--- config.mk ---
export PLATFORM = sky130hd
export DESIGN_NAME = fp_decode_seq
export DESIGN_NICKNAME = d
export VERILOG_FILES = /design/src/rtl/fp_decode_seq.sv
export SDC_FILE = /design/constraint.sdc
export NUM_CORES = 1
export LEC_CHECK = 0
export BUFFER_PORTS_ARGS = -buffer_cell sky130_fd_sc_hd__buf_2
export CAP_MARGIN = 20
export CORE_UTILIZATION = 35
export DETAILED_ROUTE_END_ITERATION = 7
export PLACE_DENSITY_LB_ADDON = 0.05
export REMOVE_ABC_BUFFERS = 1
export SYNTH_ARGS = -nofsm -noshare
export SYNTH_HDL_FRONTEND = slang
export SYNTH_SLANG_ARGS = --single-unit
--- constraint.sdc ---
create_clock -name clk -period 3.1 [get_ports clk]
set_clock_uncertainty 0.15 [all_clocks]
set_input_delay 0.93 -clock clk [delete_from_list [all_inputs] [get_ports clk]]
set_output_delay 0.93 -clock clk [all_outputs]
set_load 0.02 [all_outputs]
--- src/rtl/fp_decode_seq.sv ---
// fp_decode_seq: sequential decoder from a small sign/exponent/significand
// float to a 13-bit two's-complement linear value,
//   out_d = (in_s ? -1 : +1) * (in_f << in_e).
// The significand is shifted left one bit per clock.
//
// Ports
//   clk        sole clock, rising edge
//   rst_n      asynchronous active-low reset
//   in_valid   input word {in_s, in_e, in_f} present
//   in_ready   block can accept an input word (high only in IDLE)
//   in_s       sign, 1 = negative
//   in_e       exponent 0..7
//   in_f       unsigned significand 0..31
//   out_valid  out_d holds a completed conversion
//   out_ready  consumer accepts out_d (only meaningful in DONE)
//   out_d      13-bit two's-complement result, held until next completion
module fp_decode_seq (
  input  logic        clk,
  input  logic        rst_n,
  input  logic        in_valid,
  output logic        in_ready,
  input  logic        in_s,
  input  logic [2:0]  in_e,
  input  logic [4:0]  in_f,
  output logic        out_valid,
  input  logic        out_ready,
  output logic [12:0] out_d
);

  typedef enum logic [1:0] {IDLE, SHIFT, DONE} state_t;

  state_t      state;
  state_t      state_nx;
  logic        sign;
  logic [11:0] mag;
  logic [2:0]  cnt;
  logic [12:0] mag_ext;

  assign mag_ext = {1'b0, mag};

  // Decoded straight from the state register: no path from in_valid/out_ready.
  assign in_ready = (state == IDLE);

  always_ff @(posedge clk or negedge rst_n) begin
    if (!rst_n) begin
      state <= IDLE;
    end else begin
      state <= state_nx;
    end
  end

  always_comb begin
    state_nx = state;
    case (state)
      IDLE:    if (in_valid) state_nx = SHIFT;
      SHIFT:   if (cnt == 3'd0) state_nx = DONE;
      DONE:    if (out_ready) state_nx = IDLE;
      default: state_nx = IDLE;
    endcase
  end

  always_ff @(posedge clk or negedge rst_n) begin
    if (!rst_n) begin
      sign      <= 1'b0;
      mag       <= '0;
      cnt       <= '0;
      out_d     <= '0;
      out_valid <= 1'b0;
    end else begin
      case (state)
        IDLE: begin
          if (in_valid) begin
            sign <= in_s;
            mag  <= {7'b0, in_f};
            cnt  <= in_e;
          end
        end
        SHIFT: begin
          if (cnt != 3'd0) begin
            mag <= mag << 1;
            cnt <= cnt - 3'd1;
          end else begin
            // Negating a zero magnitude wraps back to zero: no negative zero.
            out_d     <= sign ? (~mag_ext + 13'd1) : mag_ext;
            out_valid <= 1'b1;
          end
        end
        DONE: begin
          if (out_ready) out_valid <= 1'b0;
        end
        default: out_valid <= 1'b0;
      endcase
    end
  end

endmodule

==> metrics.cfg, run 1 <==
[timing]
finalCritPeriodShare = 0.707
final-setup-viol-count = 0
hold-worst-slack_ns = 0.323
fmax_mhz = 456
slew_viol_final = 0
maxSlewHeadroom = 0.509
worst_pin_slew_ns = 0.736
rsz0062_at_grt = no
finalHoldViolCount = 0
fin_crit_ns = 2.19
tns_ns = 0

[floorplanning]
core_sq_mm = 0.00438
ios = 28
initial_core_util = 0.367
dieWidth_um = 69.8
chipHeight_um = 69.8
rows = 24
dieArea_sq_mm = 0.00487

[global_route]
grt_pass1_wl_um = 5420
grt_usage = 0.145
grt_pass1_vias = 1177
grt_max_degree = 33
grt_overflow_total = 0
antenna_found_initial = 0

[clocking]
cts_made_buffers = 5
ctsResizeCount = 0
cts_hold_buf = 0
clkSinkCount = 32
tritoncts = yes
h-tree-depth = 2
clk_path_buf_depth = 2
clk_latency_ns = 0.28
clkTransAtPathRegs_ns = 0.06
postCtsSetupBuffers = 0
cts-root-buf = clkbuf_8

[synthesis]
synth.distinct_cells = 35
syn_area_sq_mm = 0.00161
seq_area_frac_synth = 0.498
synth_top_area_frac = 0.498
yosysWarningCount = 0
syn_area_per_cell_sq_um = 9.19
synthCells = 175
synthTopCellsByArea = dfrtp_1 50%, nand2_1 7.7%, o21ai_0 7.2%
synth_top_area_cell = dfrtp_1
synth_seq_cells = 32

[setup_path]
cp_cell_sequence = nor2_1 > buf_2
critical_path_class = flop to primary output
path_buf_inv = 1
r2r_slack_ns = 0.93
arrival_ns = 1.11
crit_family = flip-flops
crit_path_max_incr_delay_ns = 0.45
worstPathMaxFanout = 9
cp_slowest_cell = dfrtp_1
cp-end-kind = primary output
cp.required_ns = 2.02
cp-start-kind = flop

[cells_and_area]
antenna_cells = 0
fin_area_sq_mm = 0.00187
syn_to_final_growth_pct = 16.0
final_layout_size_suffix_gt1_frac = 0.208
layout.nets = 217
stdcell_count = 254

[outcome]
status = completed

[routing]
dr.pass1.iters = 4
ant_nets = 0
wl_per_cell_um = 12.2
via_per_inst = 5.01
routed_wl_um = 3110
remaining_drc_errors = 0
drtIter0Drc = 66
vias = 1273

[place]
dpl.cell_count = 246
gp_congestion = 0.664
place_area_sq_mm = 0.00177
io_buffers = 27
dp_hpwl_um = 2160

[min_path]
hold_class = flop to flop

[pwr]
p_leak_nw = 0.892
vdd_drop_max_v = 0.000671
powerDensity_mw_per_mm2 = 1120

[flow_run]
maxCapViolCount = 0

-- through the flow --
stage | util | setup slack, ns | power [mW]
floorplan | - | 1.08 | 1.49
global placement | 0.404 | 0.843 | 1.76
detailed placement | 0.404 | 0.788 | 1.79
CTS | 0.426 | 0.892 | 2.13
global route | 0.426 | 0.726 | 2.28
finish | 0.426 | 0.909 | 2.09
-- tightest hold or removal path, cell delays in order, from the launching register on --
cell	delay (ns)
dfrtp_1	0.34
nand2_1	0.04
o21ai_0	0.06
-- registers in the layout, summed over array words and instances, names as in the netlist --
name / flops
sign: 1
state: 2
out_valid: 1
out_d: 13
cnt: 3
mag: 12
-- power breakdown --
group	switching [mW]	internal [mW]	leakage, nW
logic	0.614	0.388	0.432
registers	0.169	0.588	0.410
clock network	0.155	0.177	0.0510
-- final cells by class --
class / instances / area [sq um]
well taps: 52 / 65.1
fillers: 465 / 2520
inverters: 7 / 26.3
clock buffers: 6 / 82.6
flip-flops and latches: 32 / 801
clock inverters: 2 / 10.0
multi-input cells: 126 / 731
repair buffers: 29 / 150
-- worst paths after layout --
kind / cells past startpoint / start / to
max in group asynchronous: 1 / rst_n / cnt[2]$_DFFE_PN0P_
setup reg to reg: 7 / cnt[0]$_DFFE_PN0P_ / cnt[0]$_DFFE_PN0P_
setup / recovery: 2 / state[0]$_DFFE_PN0P_ / in_ready
hold reg to reg: 2 / out_d[1]$_DFFE_PN0P_ / out_d[1]$_DFFE_PN0P_
hold / removal: 2 / out_d[1]$_DFFE_PN0P_ / out_d[1]$_DFFE_PN0P_
min in group asynchronous: 1 / rst_n / out_d[5]$_DFFE_PN0P_
-- placed cells by master, fill, tap and decap left out, types with 2 or more instances in the layout --
cell type,instances
buf_4,2
clkinv_2,2
nor3b_1,2
o21ai_0,23
nand4_1,2
mux2i_1,3
buf_2,27
clkbuf_8,6
dfrtp_1,32
inv_1,7
a21oi_1,8
xor2_1,7
nand2b_1,5
nor2b_1,2
nand2_1,33
o21ai_1,7
nand3_1,4
ha_1,3
a211o_1,2
nor2_1,8
or3_1,3
-- synth_stat cells --
cell       n
a211o_1    2
a211oi_1   1
a21o_1     1
a21oi_1    8
and2_1     1
buf_1      1
buf_2      4
buf_6      1
clkbuf_1   4
dfrtp_1   32
ha_1       3
inv_1      7
mux2_2     1
mux2i_1    3
nand2_1   33
nand2b_1   5
nand3_1    4
nand3b_1   1
nand4_1    2
nor2_1     8
nor2_2     1
nor2b_1    2
nor3b_1    2
nor4_1     1
o21ai_0   23
o21ai_1    7
o31ai_1    1
o31ai_2    1
o31ai_4    1
o41ai_1    1
or3_1      3
or4_1      1
or4_4      1
xnor2_1    1
xor2_1     7
-- routing by layer --
layer	GRT usage	routed length (um)
met2	0.231	1480
met1	0.176	1430
met4	0.0800	52
met3	0.0392	145
met5	0	0
-- kinds of logic after synthesis --
group / count (synthesis) / synth area share
AO/OA/AOI/OAI: 46 / 0.170
XOR/XNOR: 8 / 0.0436
adder cells (fa/ha/maj): 3 / 0.0233
buffers and inverters: 17 / 0.0475
flip-flops: 32 / 0.498
multiplexers: 4 / 0.0257
AND/OR/NAND/NOR: 65 / 0.192
Note: power is estimated with default switching activity, not from simulation.
==> run 2, diff against run 1 <==
==> constraint.sdc (replaced) <==
create_clock -name clk -period 2.2 [get_ports clk]
set_clock_uncertainty 0.15 [all_clocks]
set_input_delay 0.66 -clock clk [delete_from_list [all_inputs] [get_ports clk]]
set_output_delay 0.66 -clock clk [all_outputs]
set_load 0.02 [all_outputs]
==> run 2 against run 1 <==
Clock power grew 43%. Largest cell class unchanged. Flip-flop and latch count is the same. Global-route usage grew 0.77 points. Via count shrank 2.2%.
==> metrics.cfg, run 2 (synthesized netlist as in run 1, its figures left out) <==
[outcome]
status = completed

[timing]
rsz0062_at_grt = no
worst_pin_slew_ns = 0.536
finalCritPeriodShare = 0.890
fmax_mhz = 511
tns_ns = 0
slew_viol_final = 0
final-setup-viol-count = 0
fin_ws_ns = 0.242
hold-worst-slack_ns = 0.235
finalHoldViolCount = 0
maxSlewHeadroom = 0.642
fin_crit_ns = 1.96

[routing]
vias = 1245
wl_per_cell_um = 12.9
ant_nets = 0
dr.pass1.iters = 4
routed_wl_um = 3310
drtIter0Drc = 65
remaining_drc_errors = 0
via_per_inst = 4.84

[pwr]
vdd_drop_max_v = 0.000621
powerDensity_mw_per_mm2 = 1590
p_leak_nw = 0.901

[cells_and_area]
top_regs = out_d x13, mag x12, cnt x3
seqCellArea_sq_um = 801
final_layout_size_suffix_gt1_frac = 0.210
layout_common_cells = 33 x nand2_1, 32 x dfrtp_1, 27 x buf_2, 23 x o21ai_0
fin_area_sq_mm = 0.00189
top_register = out_d
final_common_cell = nand2_1
syn_to_final_growth_pct = 17.3
antenna_cells = 0
largest_register_ffs = 13
multiInputGateArea_sq_um = 731
layout.nets = 220
n_fill_cell = 457

[clocking]
cts_made_buffers = 5
clk_latency_ns = 0.29
h-tree-depth = 2
clkTransAtPathRegs_ns = 0.07
clkSinkCount = 32
cts-root-buf = clkbuf_8
ctsResizeCount = 0
tritoncts = yes
cts_hold_buf = 0
clk_path_buf_depth = 2
postCtsSetupBuffers = 0

[place]
dp_hpwl_um = 2320
dp_worst_setup_slack_ns = 0.337
gp_congestion = 0.756
place_area_sq_mm = 0.00180
io_buffers = 27

[floorplanning]
core_sq_mm = 0.00438
dieWidth_um = 69.8
dieArea_sq_mm = 0.00487
rows = 24
ios = 28
chipHeight_um = 69.8
initial_core_util = 0.367

[setup_path]
r2r_slack_ns = 0.34
crit_path_max_incr_delay_ns = 0.47
cp_slowest_cell = dfrtp_1
cp_cell_sequence = nor2_1 > buf_2
cp-start-kind = flop
cp.required_ns = 1.39
worstPathMaxFanout = 9
arrival_ns = 1.15
critical_path_class = flop to primary output
cp-end-kind = primary output

[global_route]
grt_pass1_wl_um = 5740
grt_pass1_vias = 1209
grt_overflow_total = 0
grt_usage = 0.152
grt_max_degree = 33
antenna_found_initial = 0

[min_path]
hold_class = input port to async pin

[flow_run]
maxCapViolCount = 0

[run 2: cell count changes in the layout (fill, tap and decap cells not counted)]
cell      change
clkinv_2      -2
buf_4         +3
clkbuf_1      +2
[run 2: cell type report]
cell class,instances,area share
Timing Repair Buffer,32,0.0916
Inverter,7,0.0139
Sequential cell,32,0.425
Multi-Input combinational cell,126,0.388
Tap cell,52,0.0345
Clock buffer,8,0.0478
[run 2: critical path, delay by kind of cell, from the launching register on]
family	cells	cell delay [ns]
flops	1	0.47
simple gates	1	0.20
buf+inv	1	0.19
[run 2: power by group]
part | internal, mW | switching [mW] | total [mW]
clock | 0.255 | 0.220 | 0.475
sequential | 0.828 | 0.248 | 1.08
combinational | 0.575 | 0.869 | 1.44
[run 2: worst paths after layout]
check	startpoint	to	cells after the start
hold reg to reg	out_d[4]$_DFFE_PN0P_	out_d[4]$_DFFE_PN0P_	2
max in group asynchronous	rst_n	cnt[1]$_DFFE_PN0P_	2
setup / recovery	state[0]$_DFFE_PN0P_	in_ready	2
hold / removal	rst_n	out_d[3]$_DFFE_PN0P_	2
setup reg to reg	cnt[0]$_DFFE_PN0P_	cnt[0]$_DFFE_PN0P_	7
min in group clk	out_d[4]$_DFFE_PN0P_	out_d[4]$_DFFE_PN0P_	2
[run 2: layer usage]
| layer | track usage | share of wire | vias to the layer above |
|---|---|---|---|
| met5 | 0 | 0 | - |
| li1 | - | - | 649 |
| met1 | 0.200 | 0.49 | 565 |
| met3 | 0.0363 | 0.037 | 7 |
| met2 | 0.232 | 0.45 | 24 |
| met4 | 0.0800 | 0.025 | 0 |
[run 2: stage by stage]
step / std cells / power [mW] / utilization
final: 257 / 2.99 / 0.430
after global routing: 257 / 3.27 / 0.430
after CTS: 257 / 3.04 / 0.430
after floorplan: 165 / 2.10 / -
after global placement: 249 / 2.53 / 0.410
after detailed placement: 249 / 2.56 / 0.410
